--- src/rtl/fetch_ctrl_pkg.sv ---
// Shared CPU definitions: default widths, reset PC and fetch FSM state encodings.
package cpu_defs;

    localparam int              DEFAULT_ADDR_W   = 16;
    localparam int              DEFAULT_DATA_W   = 16;
    localparam logic [15:0]     DEFAULT_RESET_PC = 16'h0000;

    // 2'd3 is unused; the fetch FSM recovers from it by returning to IDLE.
    typedef enum logic [1:0] {
        FETCH_IDLE = 2'd0,
        FETCH_REQ  = 2'd1,
        FETCH_HOLD = 2'd2
    } fetch_state_e;

endpackage

--- src/rtl/fetch_ctrl_pc_register.sv ---
// Program counter register with async reset; load takes priority over increment.
module pc_register #(
    parameter int               ADDR_W   = 16,
    parameter logic [ADDR_W-1:0] RESET_PC = '0
) (
    input  logic              clk,
    input  logic              rst_n,
    input  logic              load,
    input  logic              inc,
    input  logic [ADDR_W-1:0] target,
    output logic [ADDR_W-1:0] pc
);

    // Increment wraps naturally modulo 2^ADDR_W.
    always_ff @(posedge clk or negedge rst_n) begin
        if (!rst_n) begin
            pc <= RESET_PC;
        end else if (load) begin
            pc <= target;
        end else if (inc) begin
            pc <= pc + ADDR_W'(1);
        end
    end

endmodule

--- src/rtl/fetch_ctrl.sv ---
// Instruction-fetch controller: req/ack memory fetch, valid/ready delivery to decode, redirect/squash.
module fetch_ctrl
    import cpu_defs::*;
#(
    parameter int                ADDR_W   = cpu_defs::DEFAULT_ADDR_W,
    parameter int                DATA_W   = cpu_defs::DEFAULT_DATA_W,
    parameter logic [ADDR_W-1:0] RESET_PC = ADDR_W'(cpu_defs::DEFAULT_RESET_PC)
) (
    input  logic              clk,
    input  logic              rst_n,
    input  logic              redirect,
    input  logic [ADDR_W-1:0] target_addr,
    output logic              mem_req,
    output logic [ADDR_W-1:0] mem_addr,
    input  logic              mem_ack,
    input  logic [DATA_W-1:0] mem_rdata,
    output logic              ins_valid,
    output logic [DATA_W-1:0] ins_data,
    output logic [ADDR_W-1:0] ins_pc,
    input  logic              ins_ready,
    output logic [ADDR_W-1:0] pc_out
);

    fetch_state_e      state;
    fetch_state_e      state_next;
    logic              squash;
    logic              squash_next;
    logic              capture;
    logic              pc_load;
    logic              pc_inc;
    logic [ADDR_W-1:0] pc;

    pc_register #(
        .ADDR_W   (ADDR_W),
        .RESET_PC (RESET_PC)
    ) u_pc (
        .clk    (clk),
        .rst_n  (rst_n),
        .load   (pc_load),
        .inc    (pc_inc),
        .target (target_addr),
        .pc     (pc)
    );

    always_ff @(posedge clk or negedge rst_n) begin
        if (!rst_n) begin
            state  <= FETCH_IDLE;
            squash <= 1'b0;
        end else begin
            state  <= state_next;
            squash <= squash_next;
        end
    end

    // The PC already holds the latest redirect target, so a squashed ack just re-requests it.
    always_comb begin
        state_next  = state;
        squash_next = squash;
        pc_load     = 1'b0;
        pc_inc      = 1'b0;
        capture     = 1'b0;
        case (state)
            FETCH_IDLE: begin
                state_next = FETCH_REQ;
                pc_load    = redirect;
            end
            FETCH_REQ: begin
                if (mem_ack) begin
                    if (squash || redirect) begin
                        pc_load     = redirect;
                        squash_next = 1'b0;
                    end else begin
                        capture    = 1'b1;
                        pc_inc     = 1'b1;
                        state_next = FETCH_HOLD;
                    end
                end else if (redirect) begin
                    pc_load     = 1'b1;
                    squash_next = 1'b1;
                end
            end
            FETCH_HOLD: begin
                if (redirect) begin
                    pc_load    = 1'b1;
                    state_next = FETCH_REQ;
                end else if (ins_ready) begin
                    state_next = FETCH_REQ;
                end
            end
            default: begin
                state_next  = FETCH_IDLE;
                squash_next = 1'b0;
            end
        endcase
    end

    always_ff @(posedge clk or negedge rst_n) begin
        if (!rst_n) begin
            ins_data <= '0;
            ins_pc   <= '0;
        end else if (capture) begin
            ins_data <= mem_rdata;
            ins_pc   <= pc;
        end
    end

    assign mem_req   = (state == FETCH_REQ);
    assign ins_valid = (state == FETCH_HOLD);
    assign mem_addr  = pc;
    assign pc_out    = pc;

endmodule

--- config.mk ---
export PLATFORM = sky130hd
export DESIGN_NAME = fetch_ctrl
export DESIGN_NICKNAME = d
export VERILOG_FILES = /design/src/rtl/fetch_ctrl_pkg.sv /design/src/rtl/fetch_ctrl_pc_register.sv /design/src/rtl/fetch_ctrl.sv
export SDC_FILE = /design/constraint.sdc
export NUM_CORES = 1
export LEC_CHECK = 0
export ABC_CLOCK_PERIOD_IN_PS = 4500
export CAP_MARGIN = 5
export CORE_ASPECT_RATIO = 1.5
export CORE_UTILIZATION = 30
export DETAILED_ROUTE_END_ITERATION = 8
export GPL_TIMING_DRIVEN = 0
export SLEW_MARGIN = 20
export SYNTH_ARGS = -nofsm -noshare
export SYNTH_HDL_FRONTEND = slang
export SYNTH_SLANG_ARGS = --single-unit
--- constraint.sdc ---
create_clock -name clk -period 4.5 [get_ports clk]
set_input_delay 0.45 -clock clk [delete_from_list [all_inputs] [get_ports clk]]
set_output_delay 0.45 -clock clk [all_outputs]
set_load 0.03 [all_outputs]
==> impl_metrics.yaml, run 1 <==
clocking:
  tritoncts: "done"
  cts_buffer_depth: 2
  holdBufCountCts: 0
  clkLatencyLatePin_ns: 0.29
  clock_sinks: 51
  ctsResizeCount: 0
  cts_buffers: 5
  post_cts_buffers: 0
  root_buffer: "clkbuf_16"
  clk_pin_slew_worst_paths_ns: 0.07
  htree_levels: 2
floorplan:
  die_x_um: 75.4
  die_h_um: 112
  start_util_pct: 31.4
  die_area_um2: 8440
  pin_count: 103
  design.core.area_um2: 7710
  num_rows: 39
timing:
  final.setup.tns_ns: 0
  clock_skew_ns: 0.00752
  whs_ns: 0.187
  period_needed_ns: 2.38
  worst_slew_pin_slew_ns: 0.794
  timing.final.hold_violations: 0
  worst_slack_ns: 2.12
  drv_slew: 0
  rsz0062_at_grt: "no"
  fmax_ghz: 0.420
  max_slew_margin_pct: 46.9
  setup_viol: 0
  period_share_pct: 52.9
drt:
  drt_first_pass_iters: 4
  routedWlPerCell_um: 14.2
  avgViaCountPerCell: 4.67
  via_count: 2271
  drt_wl_total_mm: 6.90
  ant_nets: 0
  first_iter_violations: 68
  drc: 0
final_layout:
  layout_common_cells: "101 x clkdlybuf4s50_1, 97 x nand2_1, 51 x dfrtp_1, 19 x buf_4, 18 x o21ai_0"
  fin_area_um2: 3740
  area_growth_syn_to_layout_pct: 54.5
  layout-drive-gt1-share_pct: 8.33
  postLayoutCoreUtil_pct: 48.5
  fill_cells: 776
  layout_commonest_cell: "clkdlybuf4s50_1"
  diodes: 0
  nets: 421
  final-instance-count-excl-fill: 486
  regArea_um2: 1280
  multi_input_area_um2: 937
power_and_ir_drop:
  p_leak_nw: 1.66
  p_int_mw: 1.40
  clock_power_share_pct: 18.6
  combPwrFrac_pct: 49.7
  p_sw_mw: 0.966
  power.density_nw_per_um2: 633
  swShare_pct: 40.8
  total_power_mw: 2.37
  ir_worst_vdd_v: 0.000277
  p_seq_share_pct: 31.8
synth:
  postSynth.asyncResetShare_pct: 100
  ys_types: 41
  synthCells: 274
  netlist_area_um2: 2420
  ys_seq_elements: 51
  yosys_warnings: 0
  seq_area_frac_synth_pct: 52.7
  syn_area_per_cell_um2: 8.84
  ys.flop_type: "dfrtp_1"
  synth_enable_flop_cells: 0
  synth.net_count: 312
outcome:
  status: "complete, no violations"
setup_path:
  cp_num_buf_inv: 4
  cp_common_cell: "clkbuf_1"
  cp_cell_sequence: "clkdlybuf4s50_1, nand4bb_1, buf_4, or2_2, clkbuf_1, clkbuf_1, o21ai_0, a21oi_1"
  critPathLaunchType: "input pin"
  cp.required_ns: 4.71
  cp_top_family: "buffers and inverters"
  cp_slowest_stage_delay_ns: 0.62
  worstPathArrival_ns: 2.59
  critPathCaptureType: "flip-flop"
  worstSetupPathType: "in2reg"
  slowest_stage: "clkdlybuf4s50_1"
  cp_max_fo: 10
place:
  hpwlAfterDp_mm: 5.14
  dpl-instance-area_um2: 3570
  place.gp.congestion: 0.836
  dp_cells: 478
  io_buffers: 102
  post-place-ws_ns: 1.85
global_route:
  antenna_found_initial: 0
  track_usage_pct: 17.2
  grt_pass1_vias: 2174
  grt_pass1_wl_mm: 11.0
  gr-total-overflow: 0
  grt_max_degree: 52
hold_path:
  hold_path.class: "in2async"
job:
  max_cap_viol_count: 0
==> synth_stat cells, types with 4 or more instances <==
cell type   n  area, µm²
and3_1      4       25.0
o21ai_0    18       90.1
dfrtp_1    51       1280
nor3_1      4       20.0
nor2_1      8       30.0
buf_4      18        135
nand3_1     8       40.0
nand2_1    97        364
clkbuf_1   12       45.0
inv_1       5       18.8
a31oi_1     4       25.0
==> power groups by stage <==
stage                     sequential [mW]  combinational, mW  clock [mW]
after global placement              0.756               1.17           0
after global routing                0.776               1.25       0.467
after floorplan                      1.08              0.336           0
final                               0.752               1.18       0.440
after CTS                           0.755               1.19       0.449
after detailed placement            0.763               1.18           0
==> registers in the layout, summed over array words and instances (netlist names) <==
signal    count
state         2
ins_data     16
squash        1
u_pc.pc      16
ins_pc       16
==> routing by layer <==
layer  routed length (µm)  global-route usage (%)  up-vias  share of wire [%]
li1                     -                       -     1118                  -
met4                  133                    5.68        0                1.9
met2                 3720                    29.8       62                 54
met5                    0                       0        -                  0
met3                  277                    2.51        7                4.0
met1                 2770                    21.3     1084                 40
==> worst reg2reg max path, stage by stage (launching register included) <==
cell and delay [ns]:
dfrtp_1 0.39, clkbuf_1 0.22, a21boi_1 0.67, clkbuf_1 0.48, a22oi_1 0.16, o21ai_0 0.09
==> path summary, 6_finish.rpt <==
kind,start,end,slack (ns),cells past startpoint
max,redirect,u_pc.pc[2],2.12,8
max reg2reg,state[1],u_pc.pc[1],2.41,5
min,rst_n,u_pc.pc[9],0.19,1
max in group asynchronous,rst_n,ins_data[15],3.88,1
min reg2reg,ins_data[14],ins_data[14],0.47,2
min in group clk,ins_data[14],ins_data[14],0.47,2
==> cell families after synthesis <==
group                    after synthesis  share of synthesized area [%]
AO/OA/AOI/OAI                         45                           12.3
XOR/XNOR                               2                          0.724
adder cells (fa/ha/maj)                1                          0.517
buffers and inverters                 37                           8.58
flip-flops                            51                           52.7
multiplexers                           1                          0.413
AND/OR/NAND/NOR                      137                           24.8
==> area by class of cell <==
class                   count  area share [%]
plain buffers              32            5.05
clock buffers               6            3.71
clock inverters             2           0.936
inverters                   5           0.502
multi-input cells         186            25.1
flip-flops and latches     51            34.1
well taps                 102            3.41
repair buffers            102            27.2
Power figures use the tool's default switching activity.
==> run 2, diff against run 1 <==
--- a/config.mk
+++ b/config.mk
@@ -5,7 +5,7 @@
 export SDC_FILE = /design/constraint.sdc
 export NUM_CORES = 1
 export LEC_CHECK = 0
-export ABC_CLOCK_PERIOD_IN_PS = 4500
+export ABC_CLOCK_PERIOD_IN_PS = 1910
 export CAP_MARGIN = 5
 export CORE_ASPECT_RATIO = 1.5
 export CORE_UTILIZATION = 30
==> constraint.sdc (replaced) <==
create_clock -name clk -period 1.91 [get_ports clk]
set_input_delay 0.191 -clock clk [delete_from_list [all_inputs] [get_ports clk]]
set_output_delay 0.191 -clock clk [all_outputs]
set_load 0.03 [all_outputs]
==> impl_metrics.yaml, run 2 (synthesis results as in run 1) <==
clocking:
  clk_pin_slew_worst_paths_ns: 0.07
  htree_levels: 2
  tritoncts: "done"
  cts_buffers: 5
  cts_buffer_depth: 2
  clock_sinks: 51
  clkLatencyLatePin_ns: 0.29
  root_buffer: "clkbuf_16"
drt:
  drt_wl_total_mm: 7.12
  routedWlPerCell_um: 14.5
  first_iter_violations: 168
  ant_nets: 0
  via_count: 2256
  drc: 0
  drt_first_pass_iters: 4
  avgViaCountPerCell: 4.60
power_and_ir_drop:
  power.density_nw_per_um2: 1470
  p_leak_nw: 1.72
  total_power_mw: 5.60
  ir_worst_vdd_v: 0.000543
setup_path:
  slowest_stage: "or4_4"
  critPathCaptureType: "flip-flop"
  cp_num_buf_inv: 1
  r2r_cells: 5
  cp_slowest_stage_delay_ns: 0.55
  cp_top_family: "simple AND/OR/NAND/NOR gates"
  critPathLaunchType: "flip-flop"
  r2r-end: "u_pc.pc[15]"
  cp.required_ns: 2.12
  r2r_slack_ns: 0.06
  cp.depth: 5
  cp_max_fo: 5
  worstSetupPathType: "reg2reg"
  startpoint: "squash"
  cp_cell_sequence: "nand4bb_4, buf_6, or4_4, or3_1, a31oi_1"
  reg2reg_from: "squash"
  crit_path_end: "u_pc.pc[15]"
  worstPathArrival_ns: 2.07
final_layout:
  layout-drive-gt1-share_pct: 12.4
  layout_common_cells: "98 x clkdlybuf4s50_1, 97 x nand2_1, 48 x dfrtp_1, 23 x buf_4, 17 x o21ai_0"
  area_growth_syn_to_layout_pct: 58.0
  postLayoutCoreUtil_pct: 49.6
  reg_top3: "ins_data: 16 flops, ins_pc: 16 flops, u_pc.pc: 16 flops"
  nets: 426
  diodes: 0
  layout_commonest_cell: "clkdlybuf4s50_1"
global_route:
  grt_use_met2_pct: 29.1
  gr-total-overflow: 0
  antenna_found_initial: 0
  grt_pass1_vias: 2188
  grt_max_degree: 52
  grtUsageMet3_pct: 2.96
  grt_util_met1_pct: 22.5
  grt_pass1_wl_mm: 11.1
  top_usage_layer: "met2"
  track_usage_pct: 17.6
timing:
  period_needed_ns: 1.85
  drv_slew: 0
  worst_slew_pin_slew_ns: 0.674
  period_share_pct: 97.0
  timing.final.hold_violations: 0
  rsz0062_at_grt: "yes"
  clock_skew_ns: 0.00469
  max_slew_margin_pct: 55.1
  fmax_ghz: 0.540
  setup_viol: 0
floorplan:
  design.core.area_um2: 7710
  die_h_um: 112
  die_x_um: 75.4
  start_util_pct: 31.4
  num_rows: 39
  pin_count: 103
  die_area_um2: 8440
hold_path:
  hold_path.class: "in2reg"
job:
  max_cap_viol_count: 0
place:
  hpwlAfterDp_mm: 5.11
  io_buffers: 102
  place.gp.congestion: 0.802
outcome:
  status: "complete, no violations"
[run 2: changes by cell type in the layout (fill, tap and decap cells not counted), moves of 3 or more]
| cell | before | now |
|---|---|---|
| clkdlybuf4s50_1 | 101 | 98 |
| clkbuf_1 | 12 | 5 |
| dfrtp_1 | 51 | 48 |
| clkbuf_2 | 0 | 5 |
| dfrtp_2 | 0 | 3 |
| buf_4 | 19 | 23 |
[run 2: layout make-up]
class	instances	area (µm²)
Buffer	30	203
Clock buffer	6	129
Clock inverter	1	30.0
Fill cell	799	3880
Inverter	5	18.8
Multi-Input combinational cell	186	966
Sequential cell	51	1280
Tap cell	102	128
Timing Repair Buffer	109	1070
[run 2: what timing repair did]
item                       CTS  global route
setup endpoints to repair   45            24
buffers inserted             0             5
cloned                       0             1
pin swaps                    0             6
resized for setup           11            11
hold endpoints to repair    51             0
hold buffers                 1             0
[run 2: metal layers]
layer / up-vias / share of wire, % / wire length [µm]
met5: - / 0 / 0
met4: 0 / 2.1 / 149
met3: 8 / 4.4 / 316
met2: 70 / 52 / 3710
met1: 1052 / 41 / 2940
li1: 1126 / - / -
[run 2: stage by stage]
stage	instance area (µm²)	TNS, ns	worst slack (ns)	cells	hold slack (ns)
floorplan	2420	0	0.0529	274	-0.105
detailed placement	3570	-17.46	-0.512	478	0.280
global route	3820	-0.0580	-0.0240	490	0.427
global placement	3570	-64.24	-1.12	478	0.458
CTS	3750	0	0.000545	485	0.420
finish	3820	0	0.0567	490	0.423
[run 2: worst min-delay path by stage]
stage             startpoint            to  cells past startpoint
2_1_floorplan          rst_n   ins_data[0]                      0
3_3_place_gp    ins_data[10]  ins_data[10]                      2
3_5_place_dp           rst_n   u_pc.pc[13]                      1
4_1_cts        mem_rdata[12]  ins_data[12]                      3
5_1_grt        mem_rdata[12]  ins_data[12]                      3
6_report       mem_rdata[12]  ins_data[12]                      3
[run 2: worst register-to-register path: stages, from the launching register on]
cell and delay (ns):
dfrtp_1 0.39, nand4bb_4 0.20, buf_6 0.15, or4_4 0.56
or3_1 0.32, a31oi_1 0.16
[run 2: power breakdown]
group          internal (mW)  leakage (nW)  switching [mW]
clock                  0.612        0.0769           0.393
sequential              1.49         0.616           0.298
combinational           1.21          1.03            1.61
